===== src/rtl/seg_pkg.sv =====
// Shared segment constants and the hex-to-segment lookup for the display scanner.
// Segment order is {g,f,e,d,c,b,a}, active-low.
package seg_pkg;

  localparam logic [6:0] SEG_BLANK = 7'h7F;

  // Entry k holds the pattern for hex digit k (packed MSB-first, so F is listed first)
  localparam logic [15:0][6:0] SEG_TAB = {
    7'h0E, 7'h06, 7'h21, 7'h46, 7'h03, 7'h08, 7'h10, 7'h00,
    7'h78, 7'h02, 7'h12, 7'h19, 7'h30, 7'h24, 7'h79, 7'h40
  };

  function automatic logic [6:0] hex2seg(input logic [3:0] h);
    return SEG_TAB[h];
  endfunction

endpackage


===== src/rtl/hex_to_7seg.sv =====
// Combinational nibble to active-low 7-segment pattern.
module hex_to_7seg
  import seg_pkg::*;
(
  input  logic [3:0] hex_i,
  output logic [6:0] seg_o
);

  assign seg_o = hex2seg(hex_i);

endmodule


===== src/rtl/seven_seg_scanner.sv =====
// Multiplexed 8-digit hex display driver. A newly loaded word is held pending and
// only committed at a frame wrap, so a single scan never mixes old and new digits.
module seven_seg_scanner
  import seg_pkg::*;
#(
  parameter int WIDTH    = 32,
  parameter int PRESCALE = 100000
) (
  input  logic               clk,
  input  logic               reset_n,
  input  logic [WIDTH-1:0]   value_in,
  input  logic               load,
  input  logic               blank_lz,
  input  logic               enable,
  output logic [6:0]         seg,
  output logic               dp,
  output logic [WIDTH/4-1:0] an,
  output logic               frame_done
);

  localparam int DIGITS = WIDTH / 4;
  localparam int IDXW   = (DIGITS > 1) ? $clog2(DIGITS) : 1;
  localparam int PW     = $clog2(PRESCALE);

  logic [PW-1:0]     presc_q, presc_d;
  logic [IDXW-1:0]   idx_q, idx_d;
  logic [WIDTH-1:0]  shown_q, shown_d;
  logic [WIDTH-1:0]  pending_q, pending_d;
  logic              pend_v_q, pend_v_d;
  logic [6:0]        seg_q, seg_d;
  logic [DIGITS-1:0] an_q, an_d;
  logic              fd_q;

  logic              tick, last_dig, wrap;
  logic [3:0]        nib;
  logic [6:0]        dec_seg;
  logic              lz_blank;

  assign tick     = enable && (presc_q == PW'(PRESCALE - 1));
  assign last_dig = (idx_q == IDXW'(DIGITS - 1));
  assign wrap     = tick && last_dig;

  always_comb begin
    presc_d = presc_q;
    idx_d   = idx_q;
    if (enable) presc_d = tick ? '0 : presc_q + 1'b1;
    if (tick)   idx_d   = last_dig ? '0 : idx_q + 1'b1;
  end

  // A load coinciding with the wrap bypasses pending so the fresh value wins
  always_comb begin
    shown_d   = shown_q;
    pending_d = pending_q;
    pend_v_d  = pend_v_q;
    if (load && wrap) begin
      shown_d   = value_in;
      pending_d = value_in;
      pend_v_d  = 1'b0;
    end else if (load) begin
      pending_d = value_in;
      pend_v_d  = 1'b1;
    end else if (wrap && pend_v_q) begin
      shown_d  = pending_q;
      pend_v_d = 1'b0;
    end
  end

  assign nib      = shown_q[{idx_q, 2'b00} +: 4];
  assign lz_blank = blank_lz && (idx_q != '0) && ((shown_q >> {idx_q, 2'b00}) == '0);

  hex_to_7seg u_dec (
    .hex_i (nib),
    .seg_o (dec_seg)
  );

  always_comb begin
    an_d  = '1;
    seg_d = SEG_BLANK;
    if (enable) begin
      an_d  = ~(DIGITS'(1) << idx_q);
      seg_d = lz_blank ? SEG_BLANK : dec_seg;
    end
  end

  always_ff @(posedge clk) begin
    if (!reset_n) begin
      presc_q   <= '0;
      idx_q     <= '0;
      shown_q   <= '0;
      pending_q <= '0;
      pend_v_q  <= 1'b0;
      seg_q     <= SEG_BLANK;
      an_q      <= '1;
      fd_q      <= 1'b0;
    end else begin
      presc_q   <= presc_d;
      idx_q     <= idx_d;
      shown_q   <= shown_d;
      pending_q <= pending_d;
      pend_v_q  <= pend_v_d;
      seg_q     <= seg_d;
      an_q      <= an_d;
      fd_q      <= wrap;
    end
  end

  assign seg        = seg_q;
  assign an         = an_q;
  assign dp         = 1'b1;
  assign frame_done = fd_q;

endmodule

===== config.mk =====
export PLATFORM = sky130hd
export DESIGN_NAME = seven_seg_scanner
export DESIGN_NICKNAME = d
export VERILOG_FILES = /design/src/rtl/seg_pkg.sv /design/src/rtl/hex_to_7seg.sv /design/src/rtl/seven_seg_scanner.sv
export SDC_FILE = /design/constraint.sdc
export NUM_CORES = 1
export LEC_CHECK = 0
export BUFFER_PORTS_ARGS = -buffer_cell sky130_fd_sc_hd__buf_2
export CAP_MARGIN = 5
export CORE_ASPECT_RATIO = 1.2
export CORE_MARGIN = 2
export CORE_UTILIZATION = 60
export DETAILED_ROUTE_END_ITERATION = 16
export GPL_TIMING_DRIVEN = 0
export PLACE_DENSITY = 0.87
export SLEW_MARGIN = 20
export SYNTH_ARGS = -nofsm -noshare
export SYNTH_HDL_FRONTEND = slang
export SYNTH_HIERARCHICAL = 1
export SYNTH_SLANG_ARGS = --single-unit

===== constraint.sdc =====
create_clock -name clk -period 3.9 [get_ports clk]
set_input_delay 0.195 -clock clk [delete_from_list [all_inputs] [get_ports clk]]
set_output_delay 0.195 -clock clk [all_outputs]
set_load 0.01 [all_outputs]

==> summary.md <==
| Metric | Value |
|---|---|
| Vias per inst | `just under 6` |
| Hold path depth | `3` |
| CORE AREA | `between 8000 and 9000 sq um` |
| Layout Nets | `615` |
| Clk pwr share | `approximately two fifths` |
| Lkg Pwr | `2.36 nW` |
| Sequential fraction of design power | `54.7%` |
| Post-DP HPWL | `roughly 8 mm` |
| Period utilization | `66.5%` |
| Row cnt | `36` |
| Combinational power share | `~6.1%` |
| Residual DRC count | `0` |
| Crit end category | `register` |
| Tightest Pin Transition | `roughly 0.91 ns` |
| Largest net degree at the start of global routing | `20` |
| Top Usage Layer GRT | `met2` |
| End of the worst register-to-register path | `seg[0]$_SDFF_PP1_` |
| Reg2reg start | `idx_q[0]$_SDFFE_PN0N_` |
| Top fanout value on the critical path | `10` |
| CP Data Required Time | `around 4.2 ns` |
| Syn_area_per_cell | `about 9.7 sq um` |
| Power Density | `about 360 nW/um^2` |
| GR Util met2 | `44.3%` |
| Setup CP Type | `reg -> reg` |
| Dpl cells | `648` |
| Syn. warnings | `6` |
| Violation count after the first detailed-route iteration | `about 150` |
| Post-Layout Cell Count | `approximately 660` |
| Wire length per cell | `about 17 um` |
| Num Clock Sinks | `between 100 and 150` |
| GR Overflow Total | `0` |
| Num ports | `54` |
| Switching Fraction | `23.8%` |
| Main synth FF type | `dfxtp_1` |
| TritonCTS clock tree | `yes` |
| RSZ-0062 raised after global routing | `false` |
| Worst r2r path cells | `11` |
| Met1 Use GR | `a little under a third` |
| Area Growth Syn to Fin | `12.5%` |
| Mapped Area | `4880 sq um` |
| Die ar. | `roughly 8900 sq um` |
| Final hold vios | `0` |
| Asr flop ratio synth | `0%` |
| Clock Skews | `0.0162 ns` |
| Worst-case clock buffer depth | `2` |
| Synth area leaders | `dfxtp_1 (41%), mux2i_1 (7.8%), nand2_1 (5.5%)` |
| Arr. time, crit path | `2.85 ns` |
| Internal power | `1.49 mW` |
| Final antenna-violating net count | `0` |
| Worst-skew pair later-pin latency | `~0.37 ns` |
| DR vias | `between 3000 and 4000` |
| # hold bufs at CTS | `0` |
| Placed inst area | `between 5000 and 6000 sq um` |
| Cells after synthesis | `around 500` |
| Clock H-tree levels | `3` |
| # diodes | `0` |
| Yosys top cell by area | `dfxtp_1` |
| Num CTS Buffers | `9` |
| Worst hold path type | `in -> reg` |
| Fmax | `slightly below 0.4 GHz` |
| Gr usage total | `about a quarter` |
| Outcome | `complete, no violations` |
| Initial antenna violation count | `0` |
| Worst R2R Setup Slack | `1.31 ns` |
| Worst hold endpoint | `pending_q[8]$_SDFFE_PN0P_` |
| Initial Util | `60.9%` |
| RePlAce Congestion | `between 0.9 and 1` |
| Layout cells sized above 1 | `20.9%` |
| Die Wd | `86.3 um` |
| P_sw | `between 0.4 and 0.5 mW` |
| VDD IR-drop max | `a little over 200 uV` |
| FF+latch count, synth | `just over 100` |
| Max_slew headroom | `between 30% and 40%` |
| Area share of the largest cell type after synthesis | `41.4%` |
| Post-Route WL | `11.0 mm` |
| Resized Gates After CTS | `0` |
| Vias in the first global route | `between 3000 and 4000` |
| CTS root buffer | `clkbuf_8` |
| Tmin final | `about 2.6 ns` |
| DIE HEIGHT | `roughly 100 um` |
| Max-cap viol count | `0` |
| Port-buffer cells | `51` |
| Count of flip-flops with a built-in enable after synthesis | `0` |
| Setup violations, final | `0` |
| Hold path start | `value_in[8]` |
| Max Slew Vio Count | `0` |
| Syn nets | `~550` |
| Worst setup SP type | `register` |
| Clk slew on worst S/H paths | `0.11 ns` |
| Setup_tns | `0 ns` |
| Register area share after synthesis | `between 40% and 50%` |
| Finished Cell Area | `~5500 sq um` |
| GR met3 Demand/Resource | `under 10%` |
| Commonest cells after routing, fill and taps aside | `dfxtp_1 (101), nand2_1 (72), buf_2 (57), mux2i_1 (38), nor2b_1 (36)` |
| Post-CTS setup repair buffer count | `0` |
| Global-route wire length before repair | `17.5 mm` |
| Most common cell after layout, fill and taps aside | `dfxtp_1` |
| DRT Pass-1 Iters | `5` |
| Synth unique cells | `55` |
-- state kept, by name, indices dropped and copies added, names as in the netlist --
signal / flops
pending_q: 32
shown_q: 32
presc_q: 17
an: 8
seg: 7
idx_q: 3
frame_done: 1
pend_v_q: 1
-- power groups by stage --
stage          Combinational, mW  Clock (mW)  Sequential [mW]
3_3_place_gp               0.113           0             1.09
2_1_floorplan             0.0712           0             1.09
6_report                   0.118       0.765             1.07
4_1_cts                    0.119       0.777             1.07
3_5_place_dp               0.118           0             1.09
5_1_grt                    0.132       0.820             1.07
-- worst max-delay path, stage by stage, from the launching register on --
cell	delay [ns]
dfxtp_1	0.37
buf_2	0.21
buf_2	0.27
mux4_2	0.58
nand2_1	0.09
nand2_1	0.15
ha_1	0.25
or2b_1	0.24
o211ai_1	0.09
o21ai_1	0.09
nor2_1	0.11
nand2_1	0.06
-- cell type report --
cell class / count / area [sq um]
plain buffers: 33 / 196
clock buffers: 9 / 124
clock inverters: 7 / 114
fillers: 641 / 2520
inverters: 9 / 36.3
multi-input cells: 359 / 2630
flip-flops and latches: 101 / 2020
well taps: 95 / 119
repair buffers: 51 / 255
-- per-stage QoR --
step	total power, mW	hold WS [ns]	setup WS, ns	util, %
6_report	1.95	0.105	1.31	68.5
5_1_grt	2.02	0.104	1.08	68.5
4_1_cts	1.96	0.0967	1.34	68.5
3_5_place_dp	1.21	0.464	1.36	65.5
3_3_place_gp	1.20	0.460	1.36	65.5
2_1_floorplan	1.16	0.364	1.61	-
-- cells in the mapped netlist, types with 3 or more instances --
cell type / count
o21ai_0: 7
o21a_1: 3
buf_6: 4
nand2_1: 72
clkbuf_1: 15
xnor2_1: 6
buf_2: 6
xor2_1: 7
o221ai_2: 10
nor3_1: 8
and3_1: 6
a211oi_1: 3
and2_1: 3
a21boi_2: 10
dfxtp_1: 101
o211ai_1: 5
inv_1: 6
o221ai_1: 7
nor4_1: 8
mux2i_1: 38
nand3_1: 14
a21boi_1: 7
buf_4: 5
nand4_1: 6
nor2_1: 31
o211a_1: 17
mux4_2: 7
ha_1: 14
nor2b_1: 36
a21oi_1: 7
-- per-layer routing --
metal  vias up  wire, um
met5         -         0
met4         0       256
met3        26       474
met2       112      5540
met1      1812      4710
li1       1899         -
-- how the worst max path moves through the flow --
stage               slack, ns  cells after the start                  start                 to
detailed placement       1.36                     11  idx_q[0]$_SDFFE_PN0N_  seg[0]$_SDFF_PP1_
global placement         1.36                     11  idx_q[0]$_SDFFE_PN0N_  seg[0]$_SDFF_PP1_
finish                   1.31                     11  idx_q[0]$_SDFFE_PN0N_  seg[0]$_SDFF_PP1_
floorplan                1.61                     11  idx_q[0]$_SDFFE_PN0N_  seg[0]$_SDFF_PP1_
CTS                      1.34                     11  idx_q[0]$_SDFFE_PN0N_  seg[0]$_SDFF_PP1_
global route             1.08                     11  idx_q[1]$_SDFFE_PN0N_  seg[3]$_SDFF_PP1_
-- cell families after synthesis --
| family | count (synthesis) | share of synthesized area (%) |
|---|---|---|
| other cells | 1 | 0.0768 |
| compound gates | 89 | 16.5 |
| xor+xnor | 13 | 2.33 |
| mux | 46 | 11.3 |
| simple gates | 196 | 20.1 |
| flops | 101 | 41.4 |
| fa+ha+maj | 14 | 3.59 |
| buf+inv | 42 | 4.77 |
(Power assumes the default switching activity.)
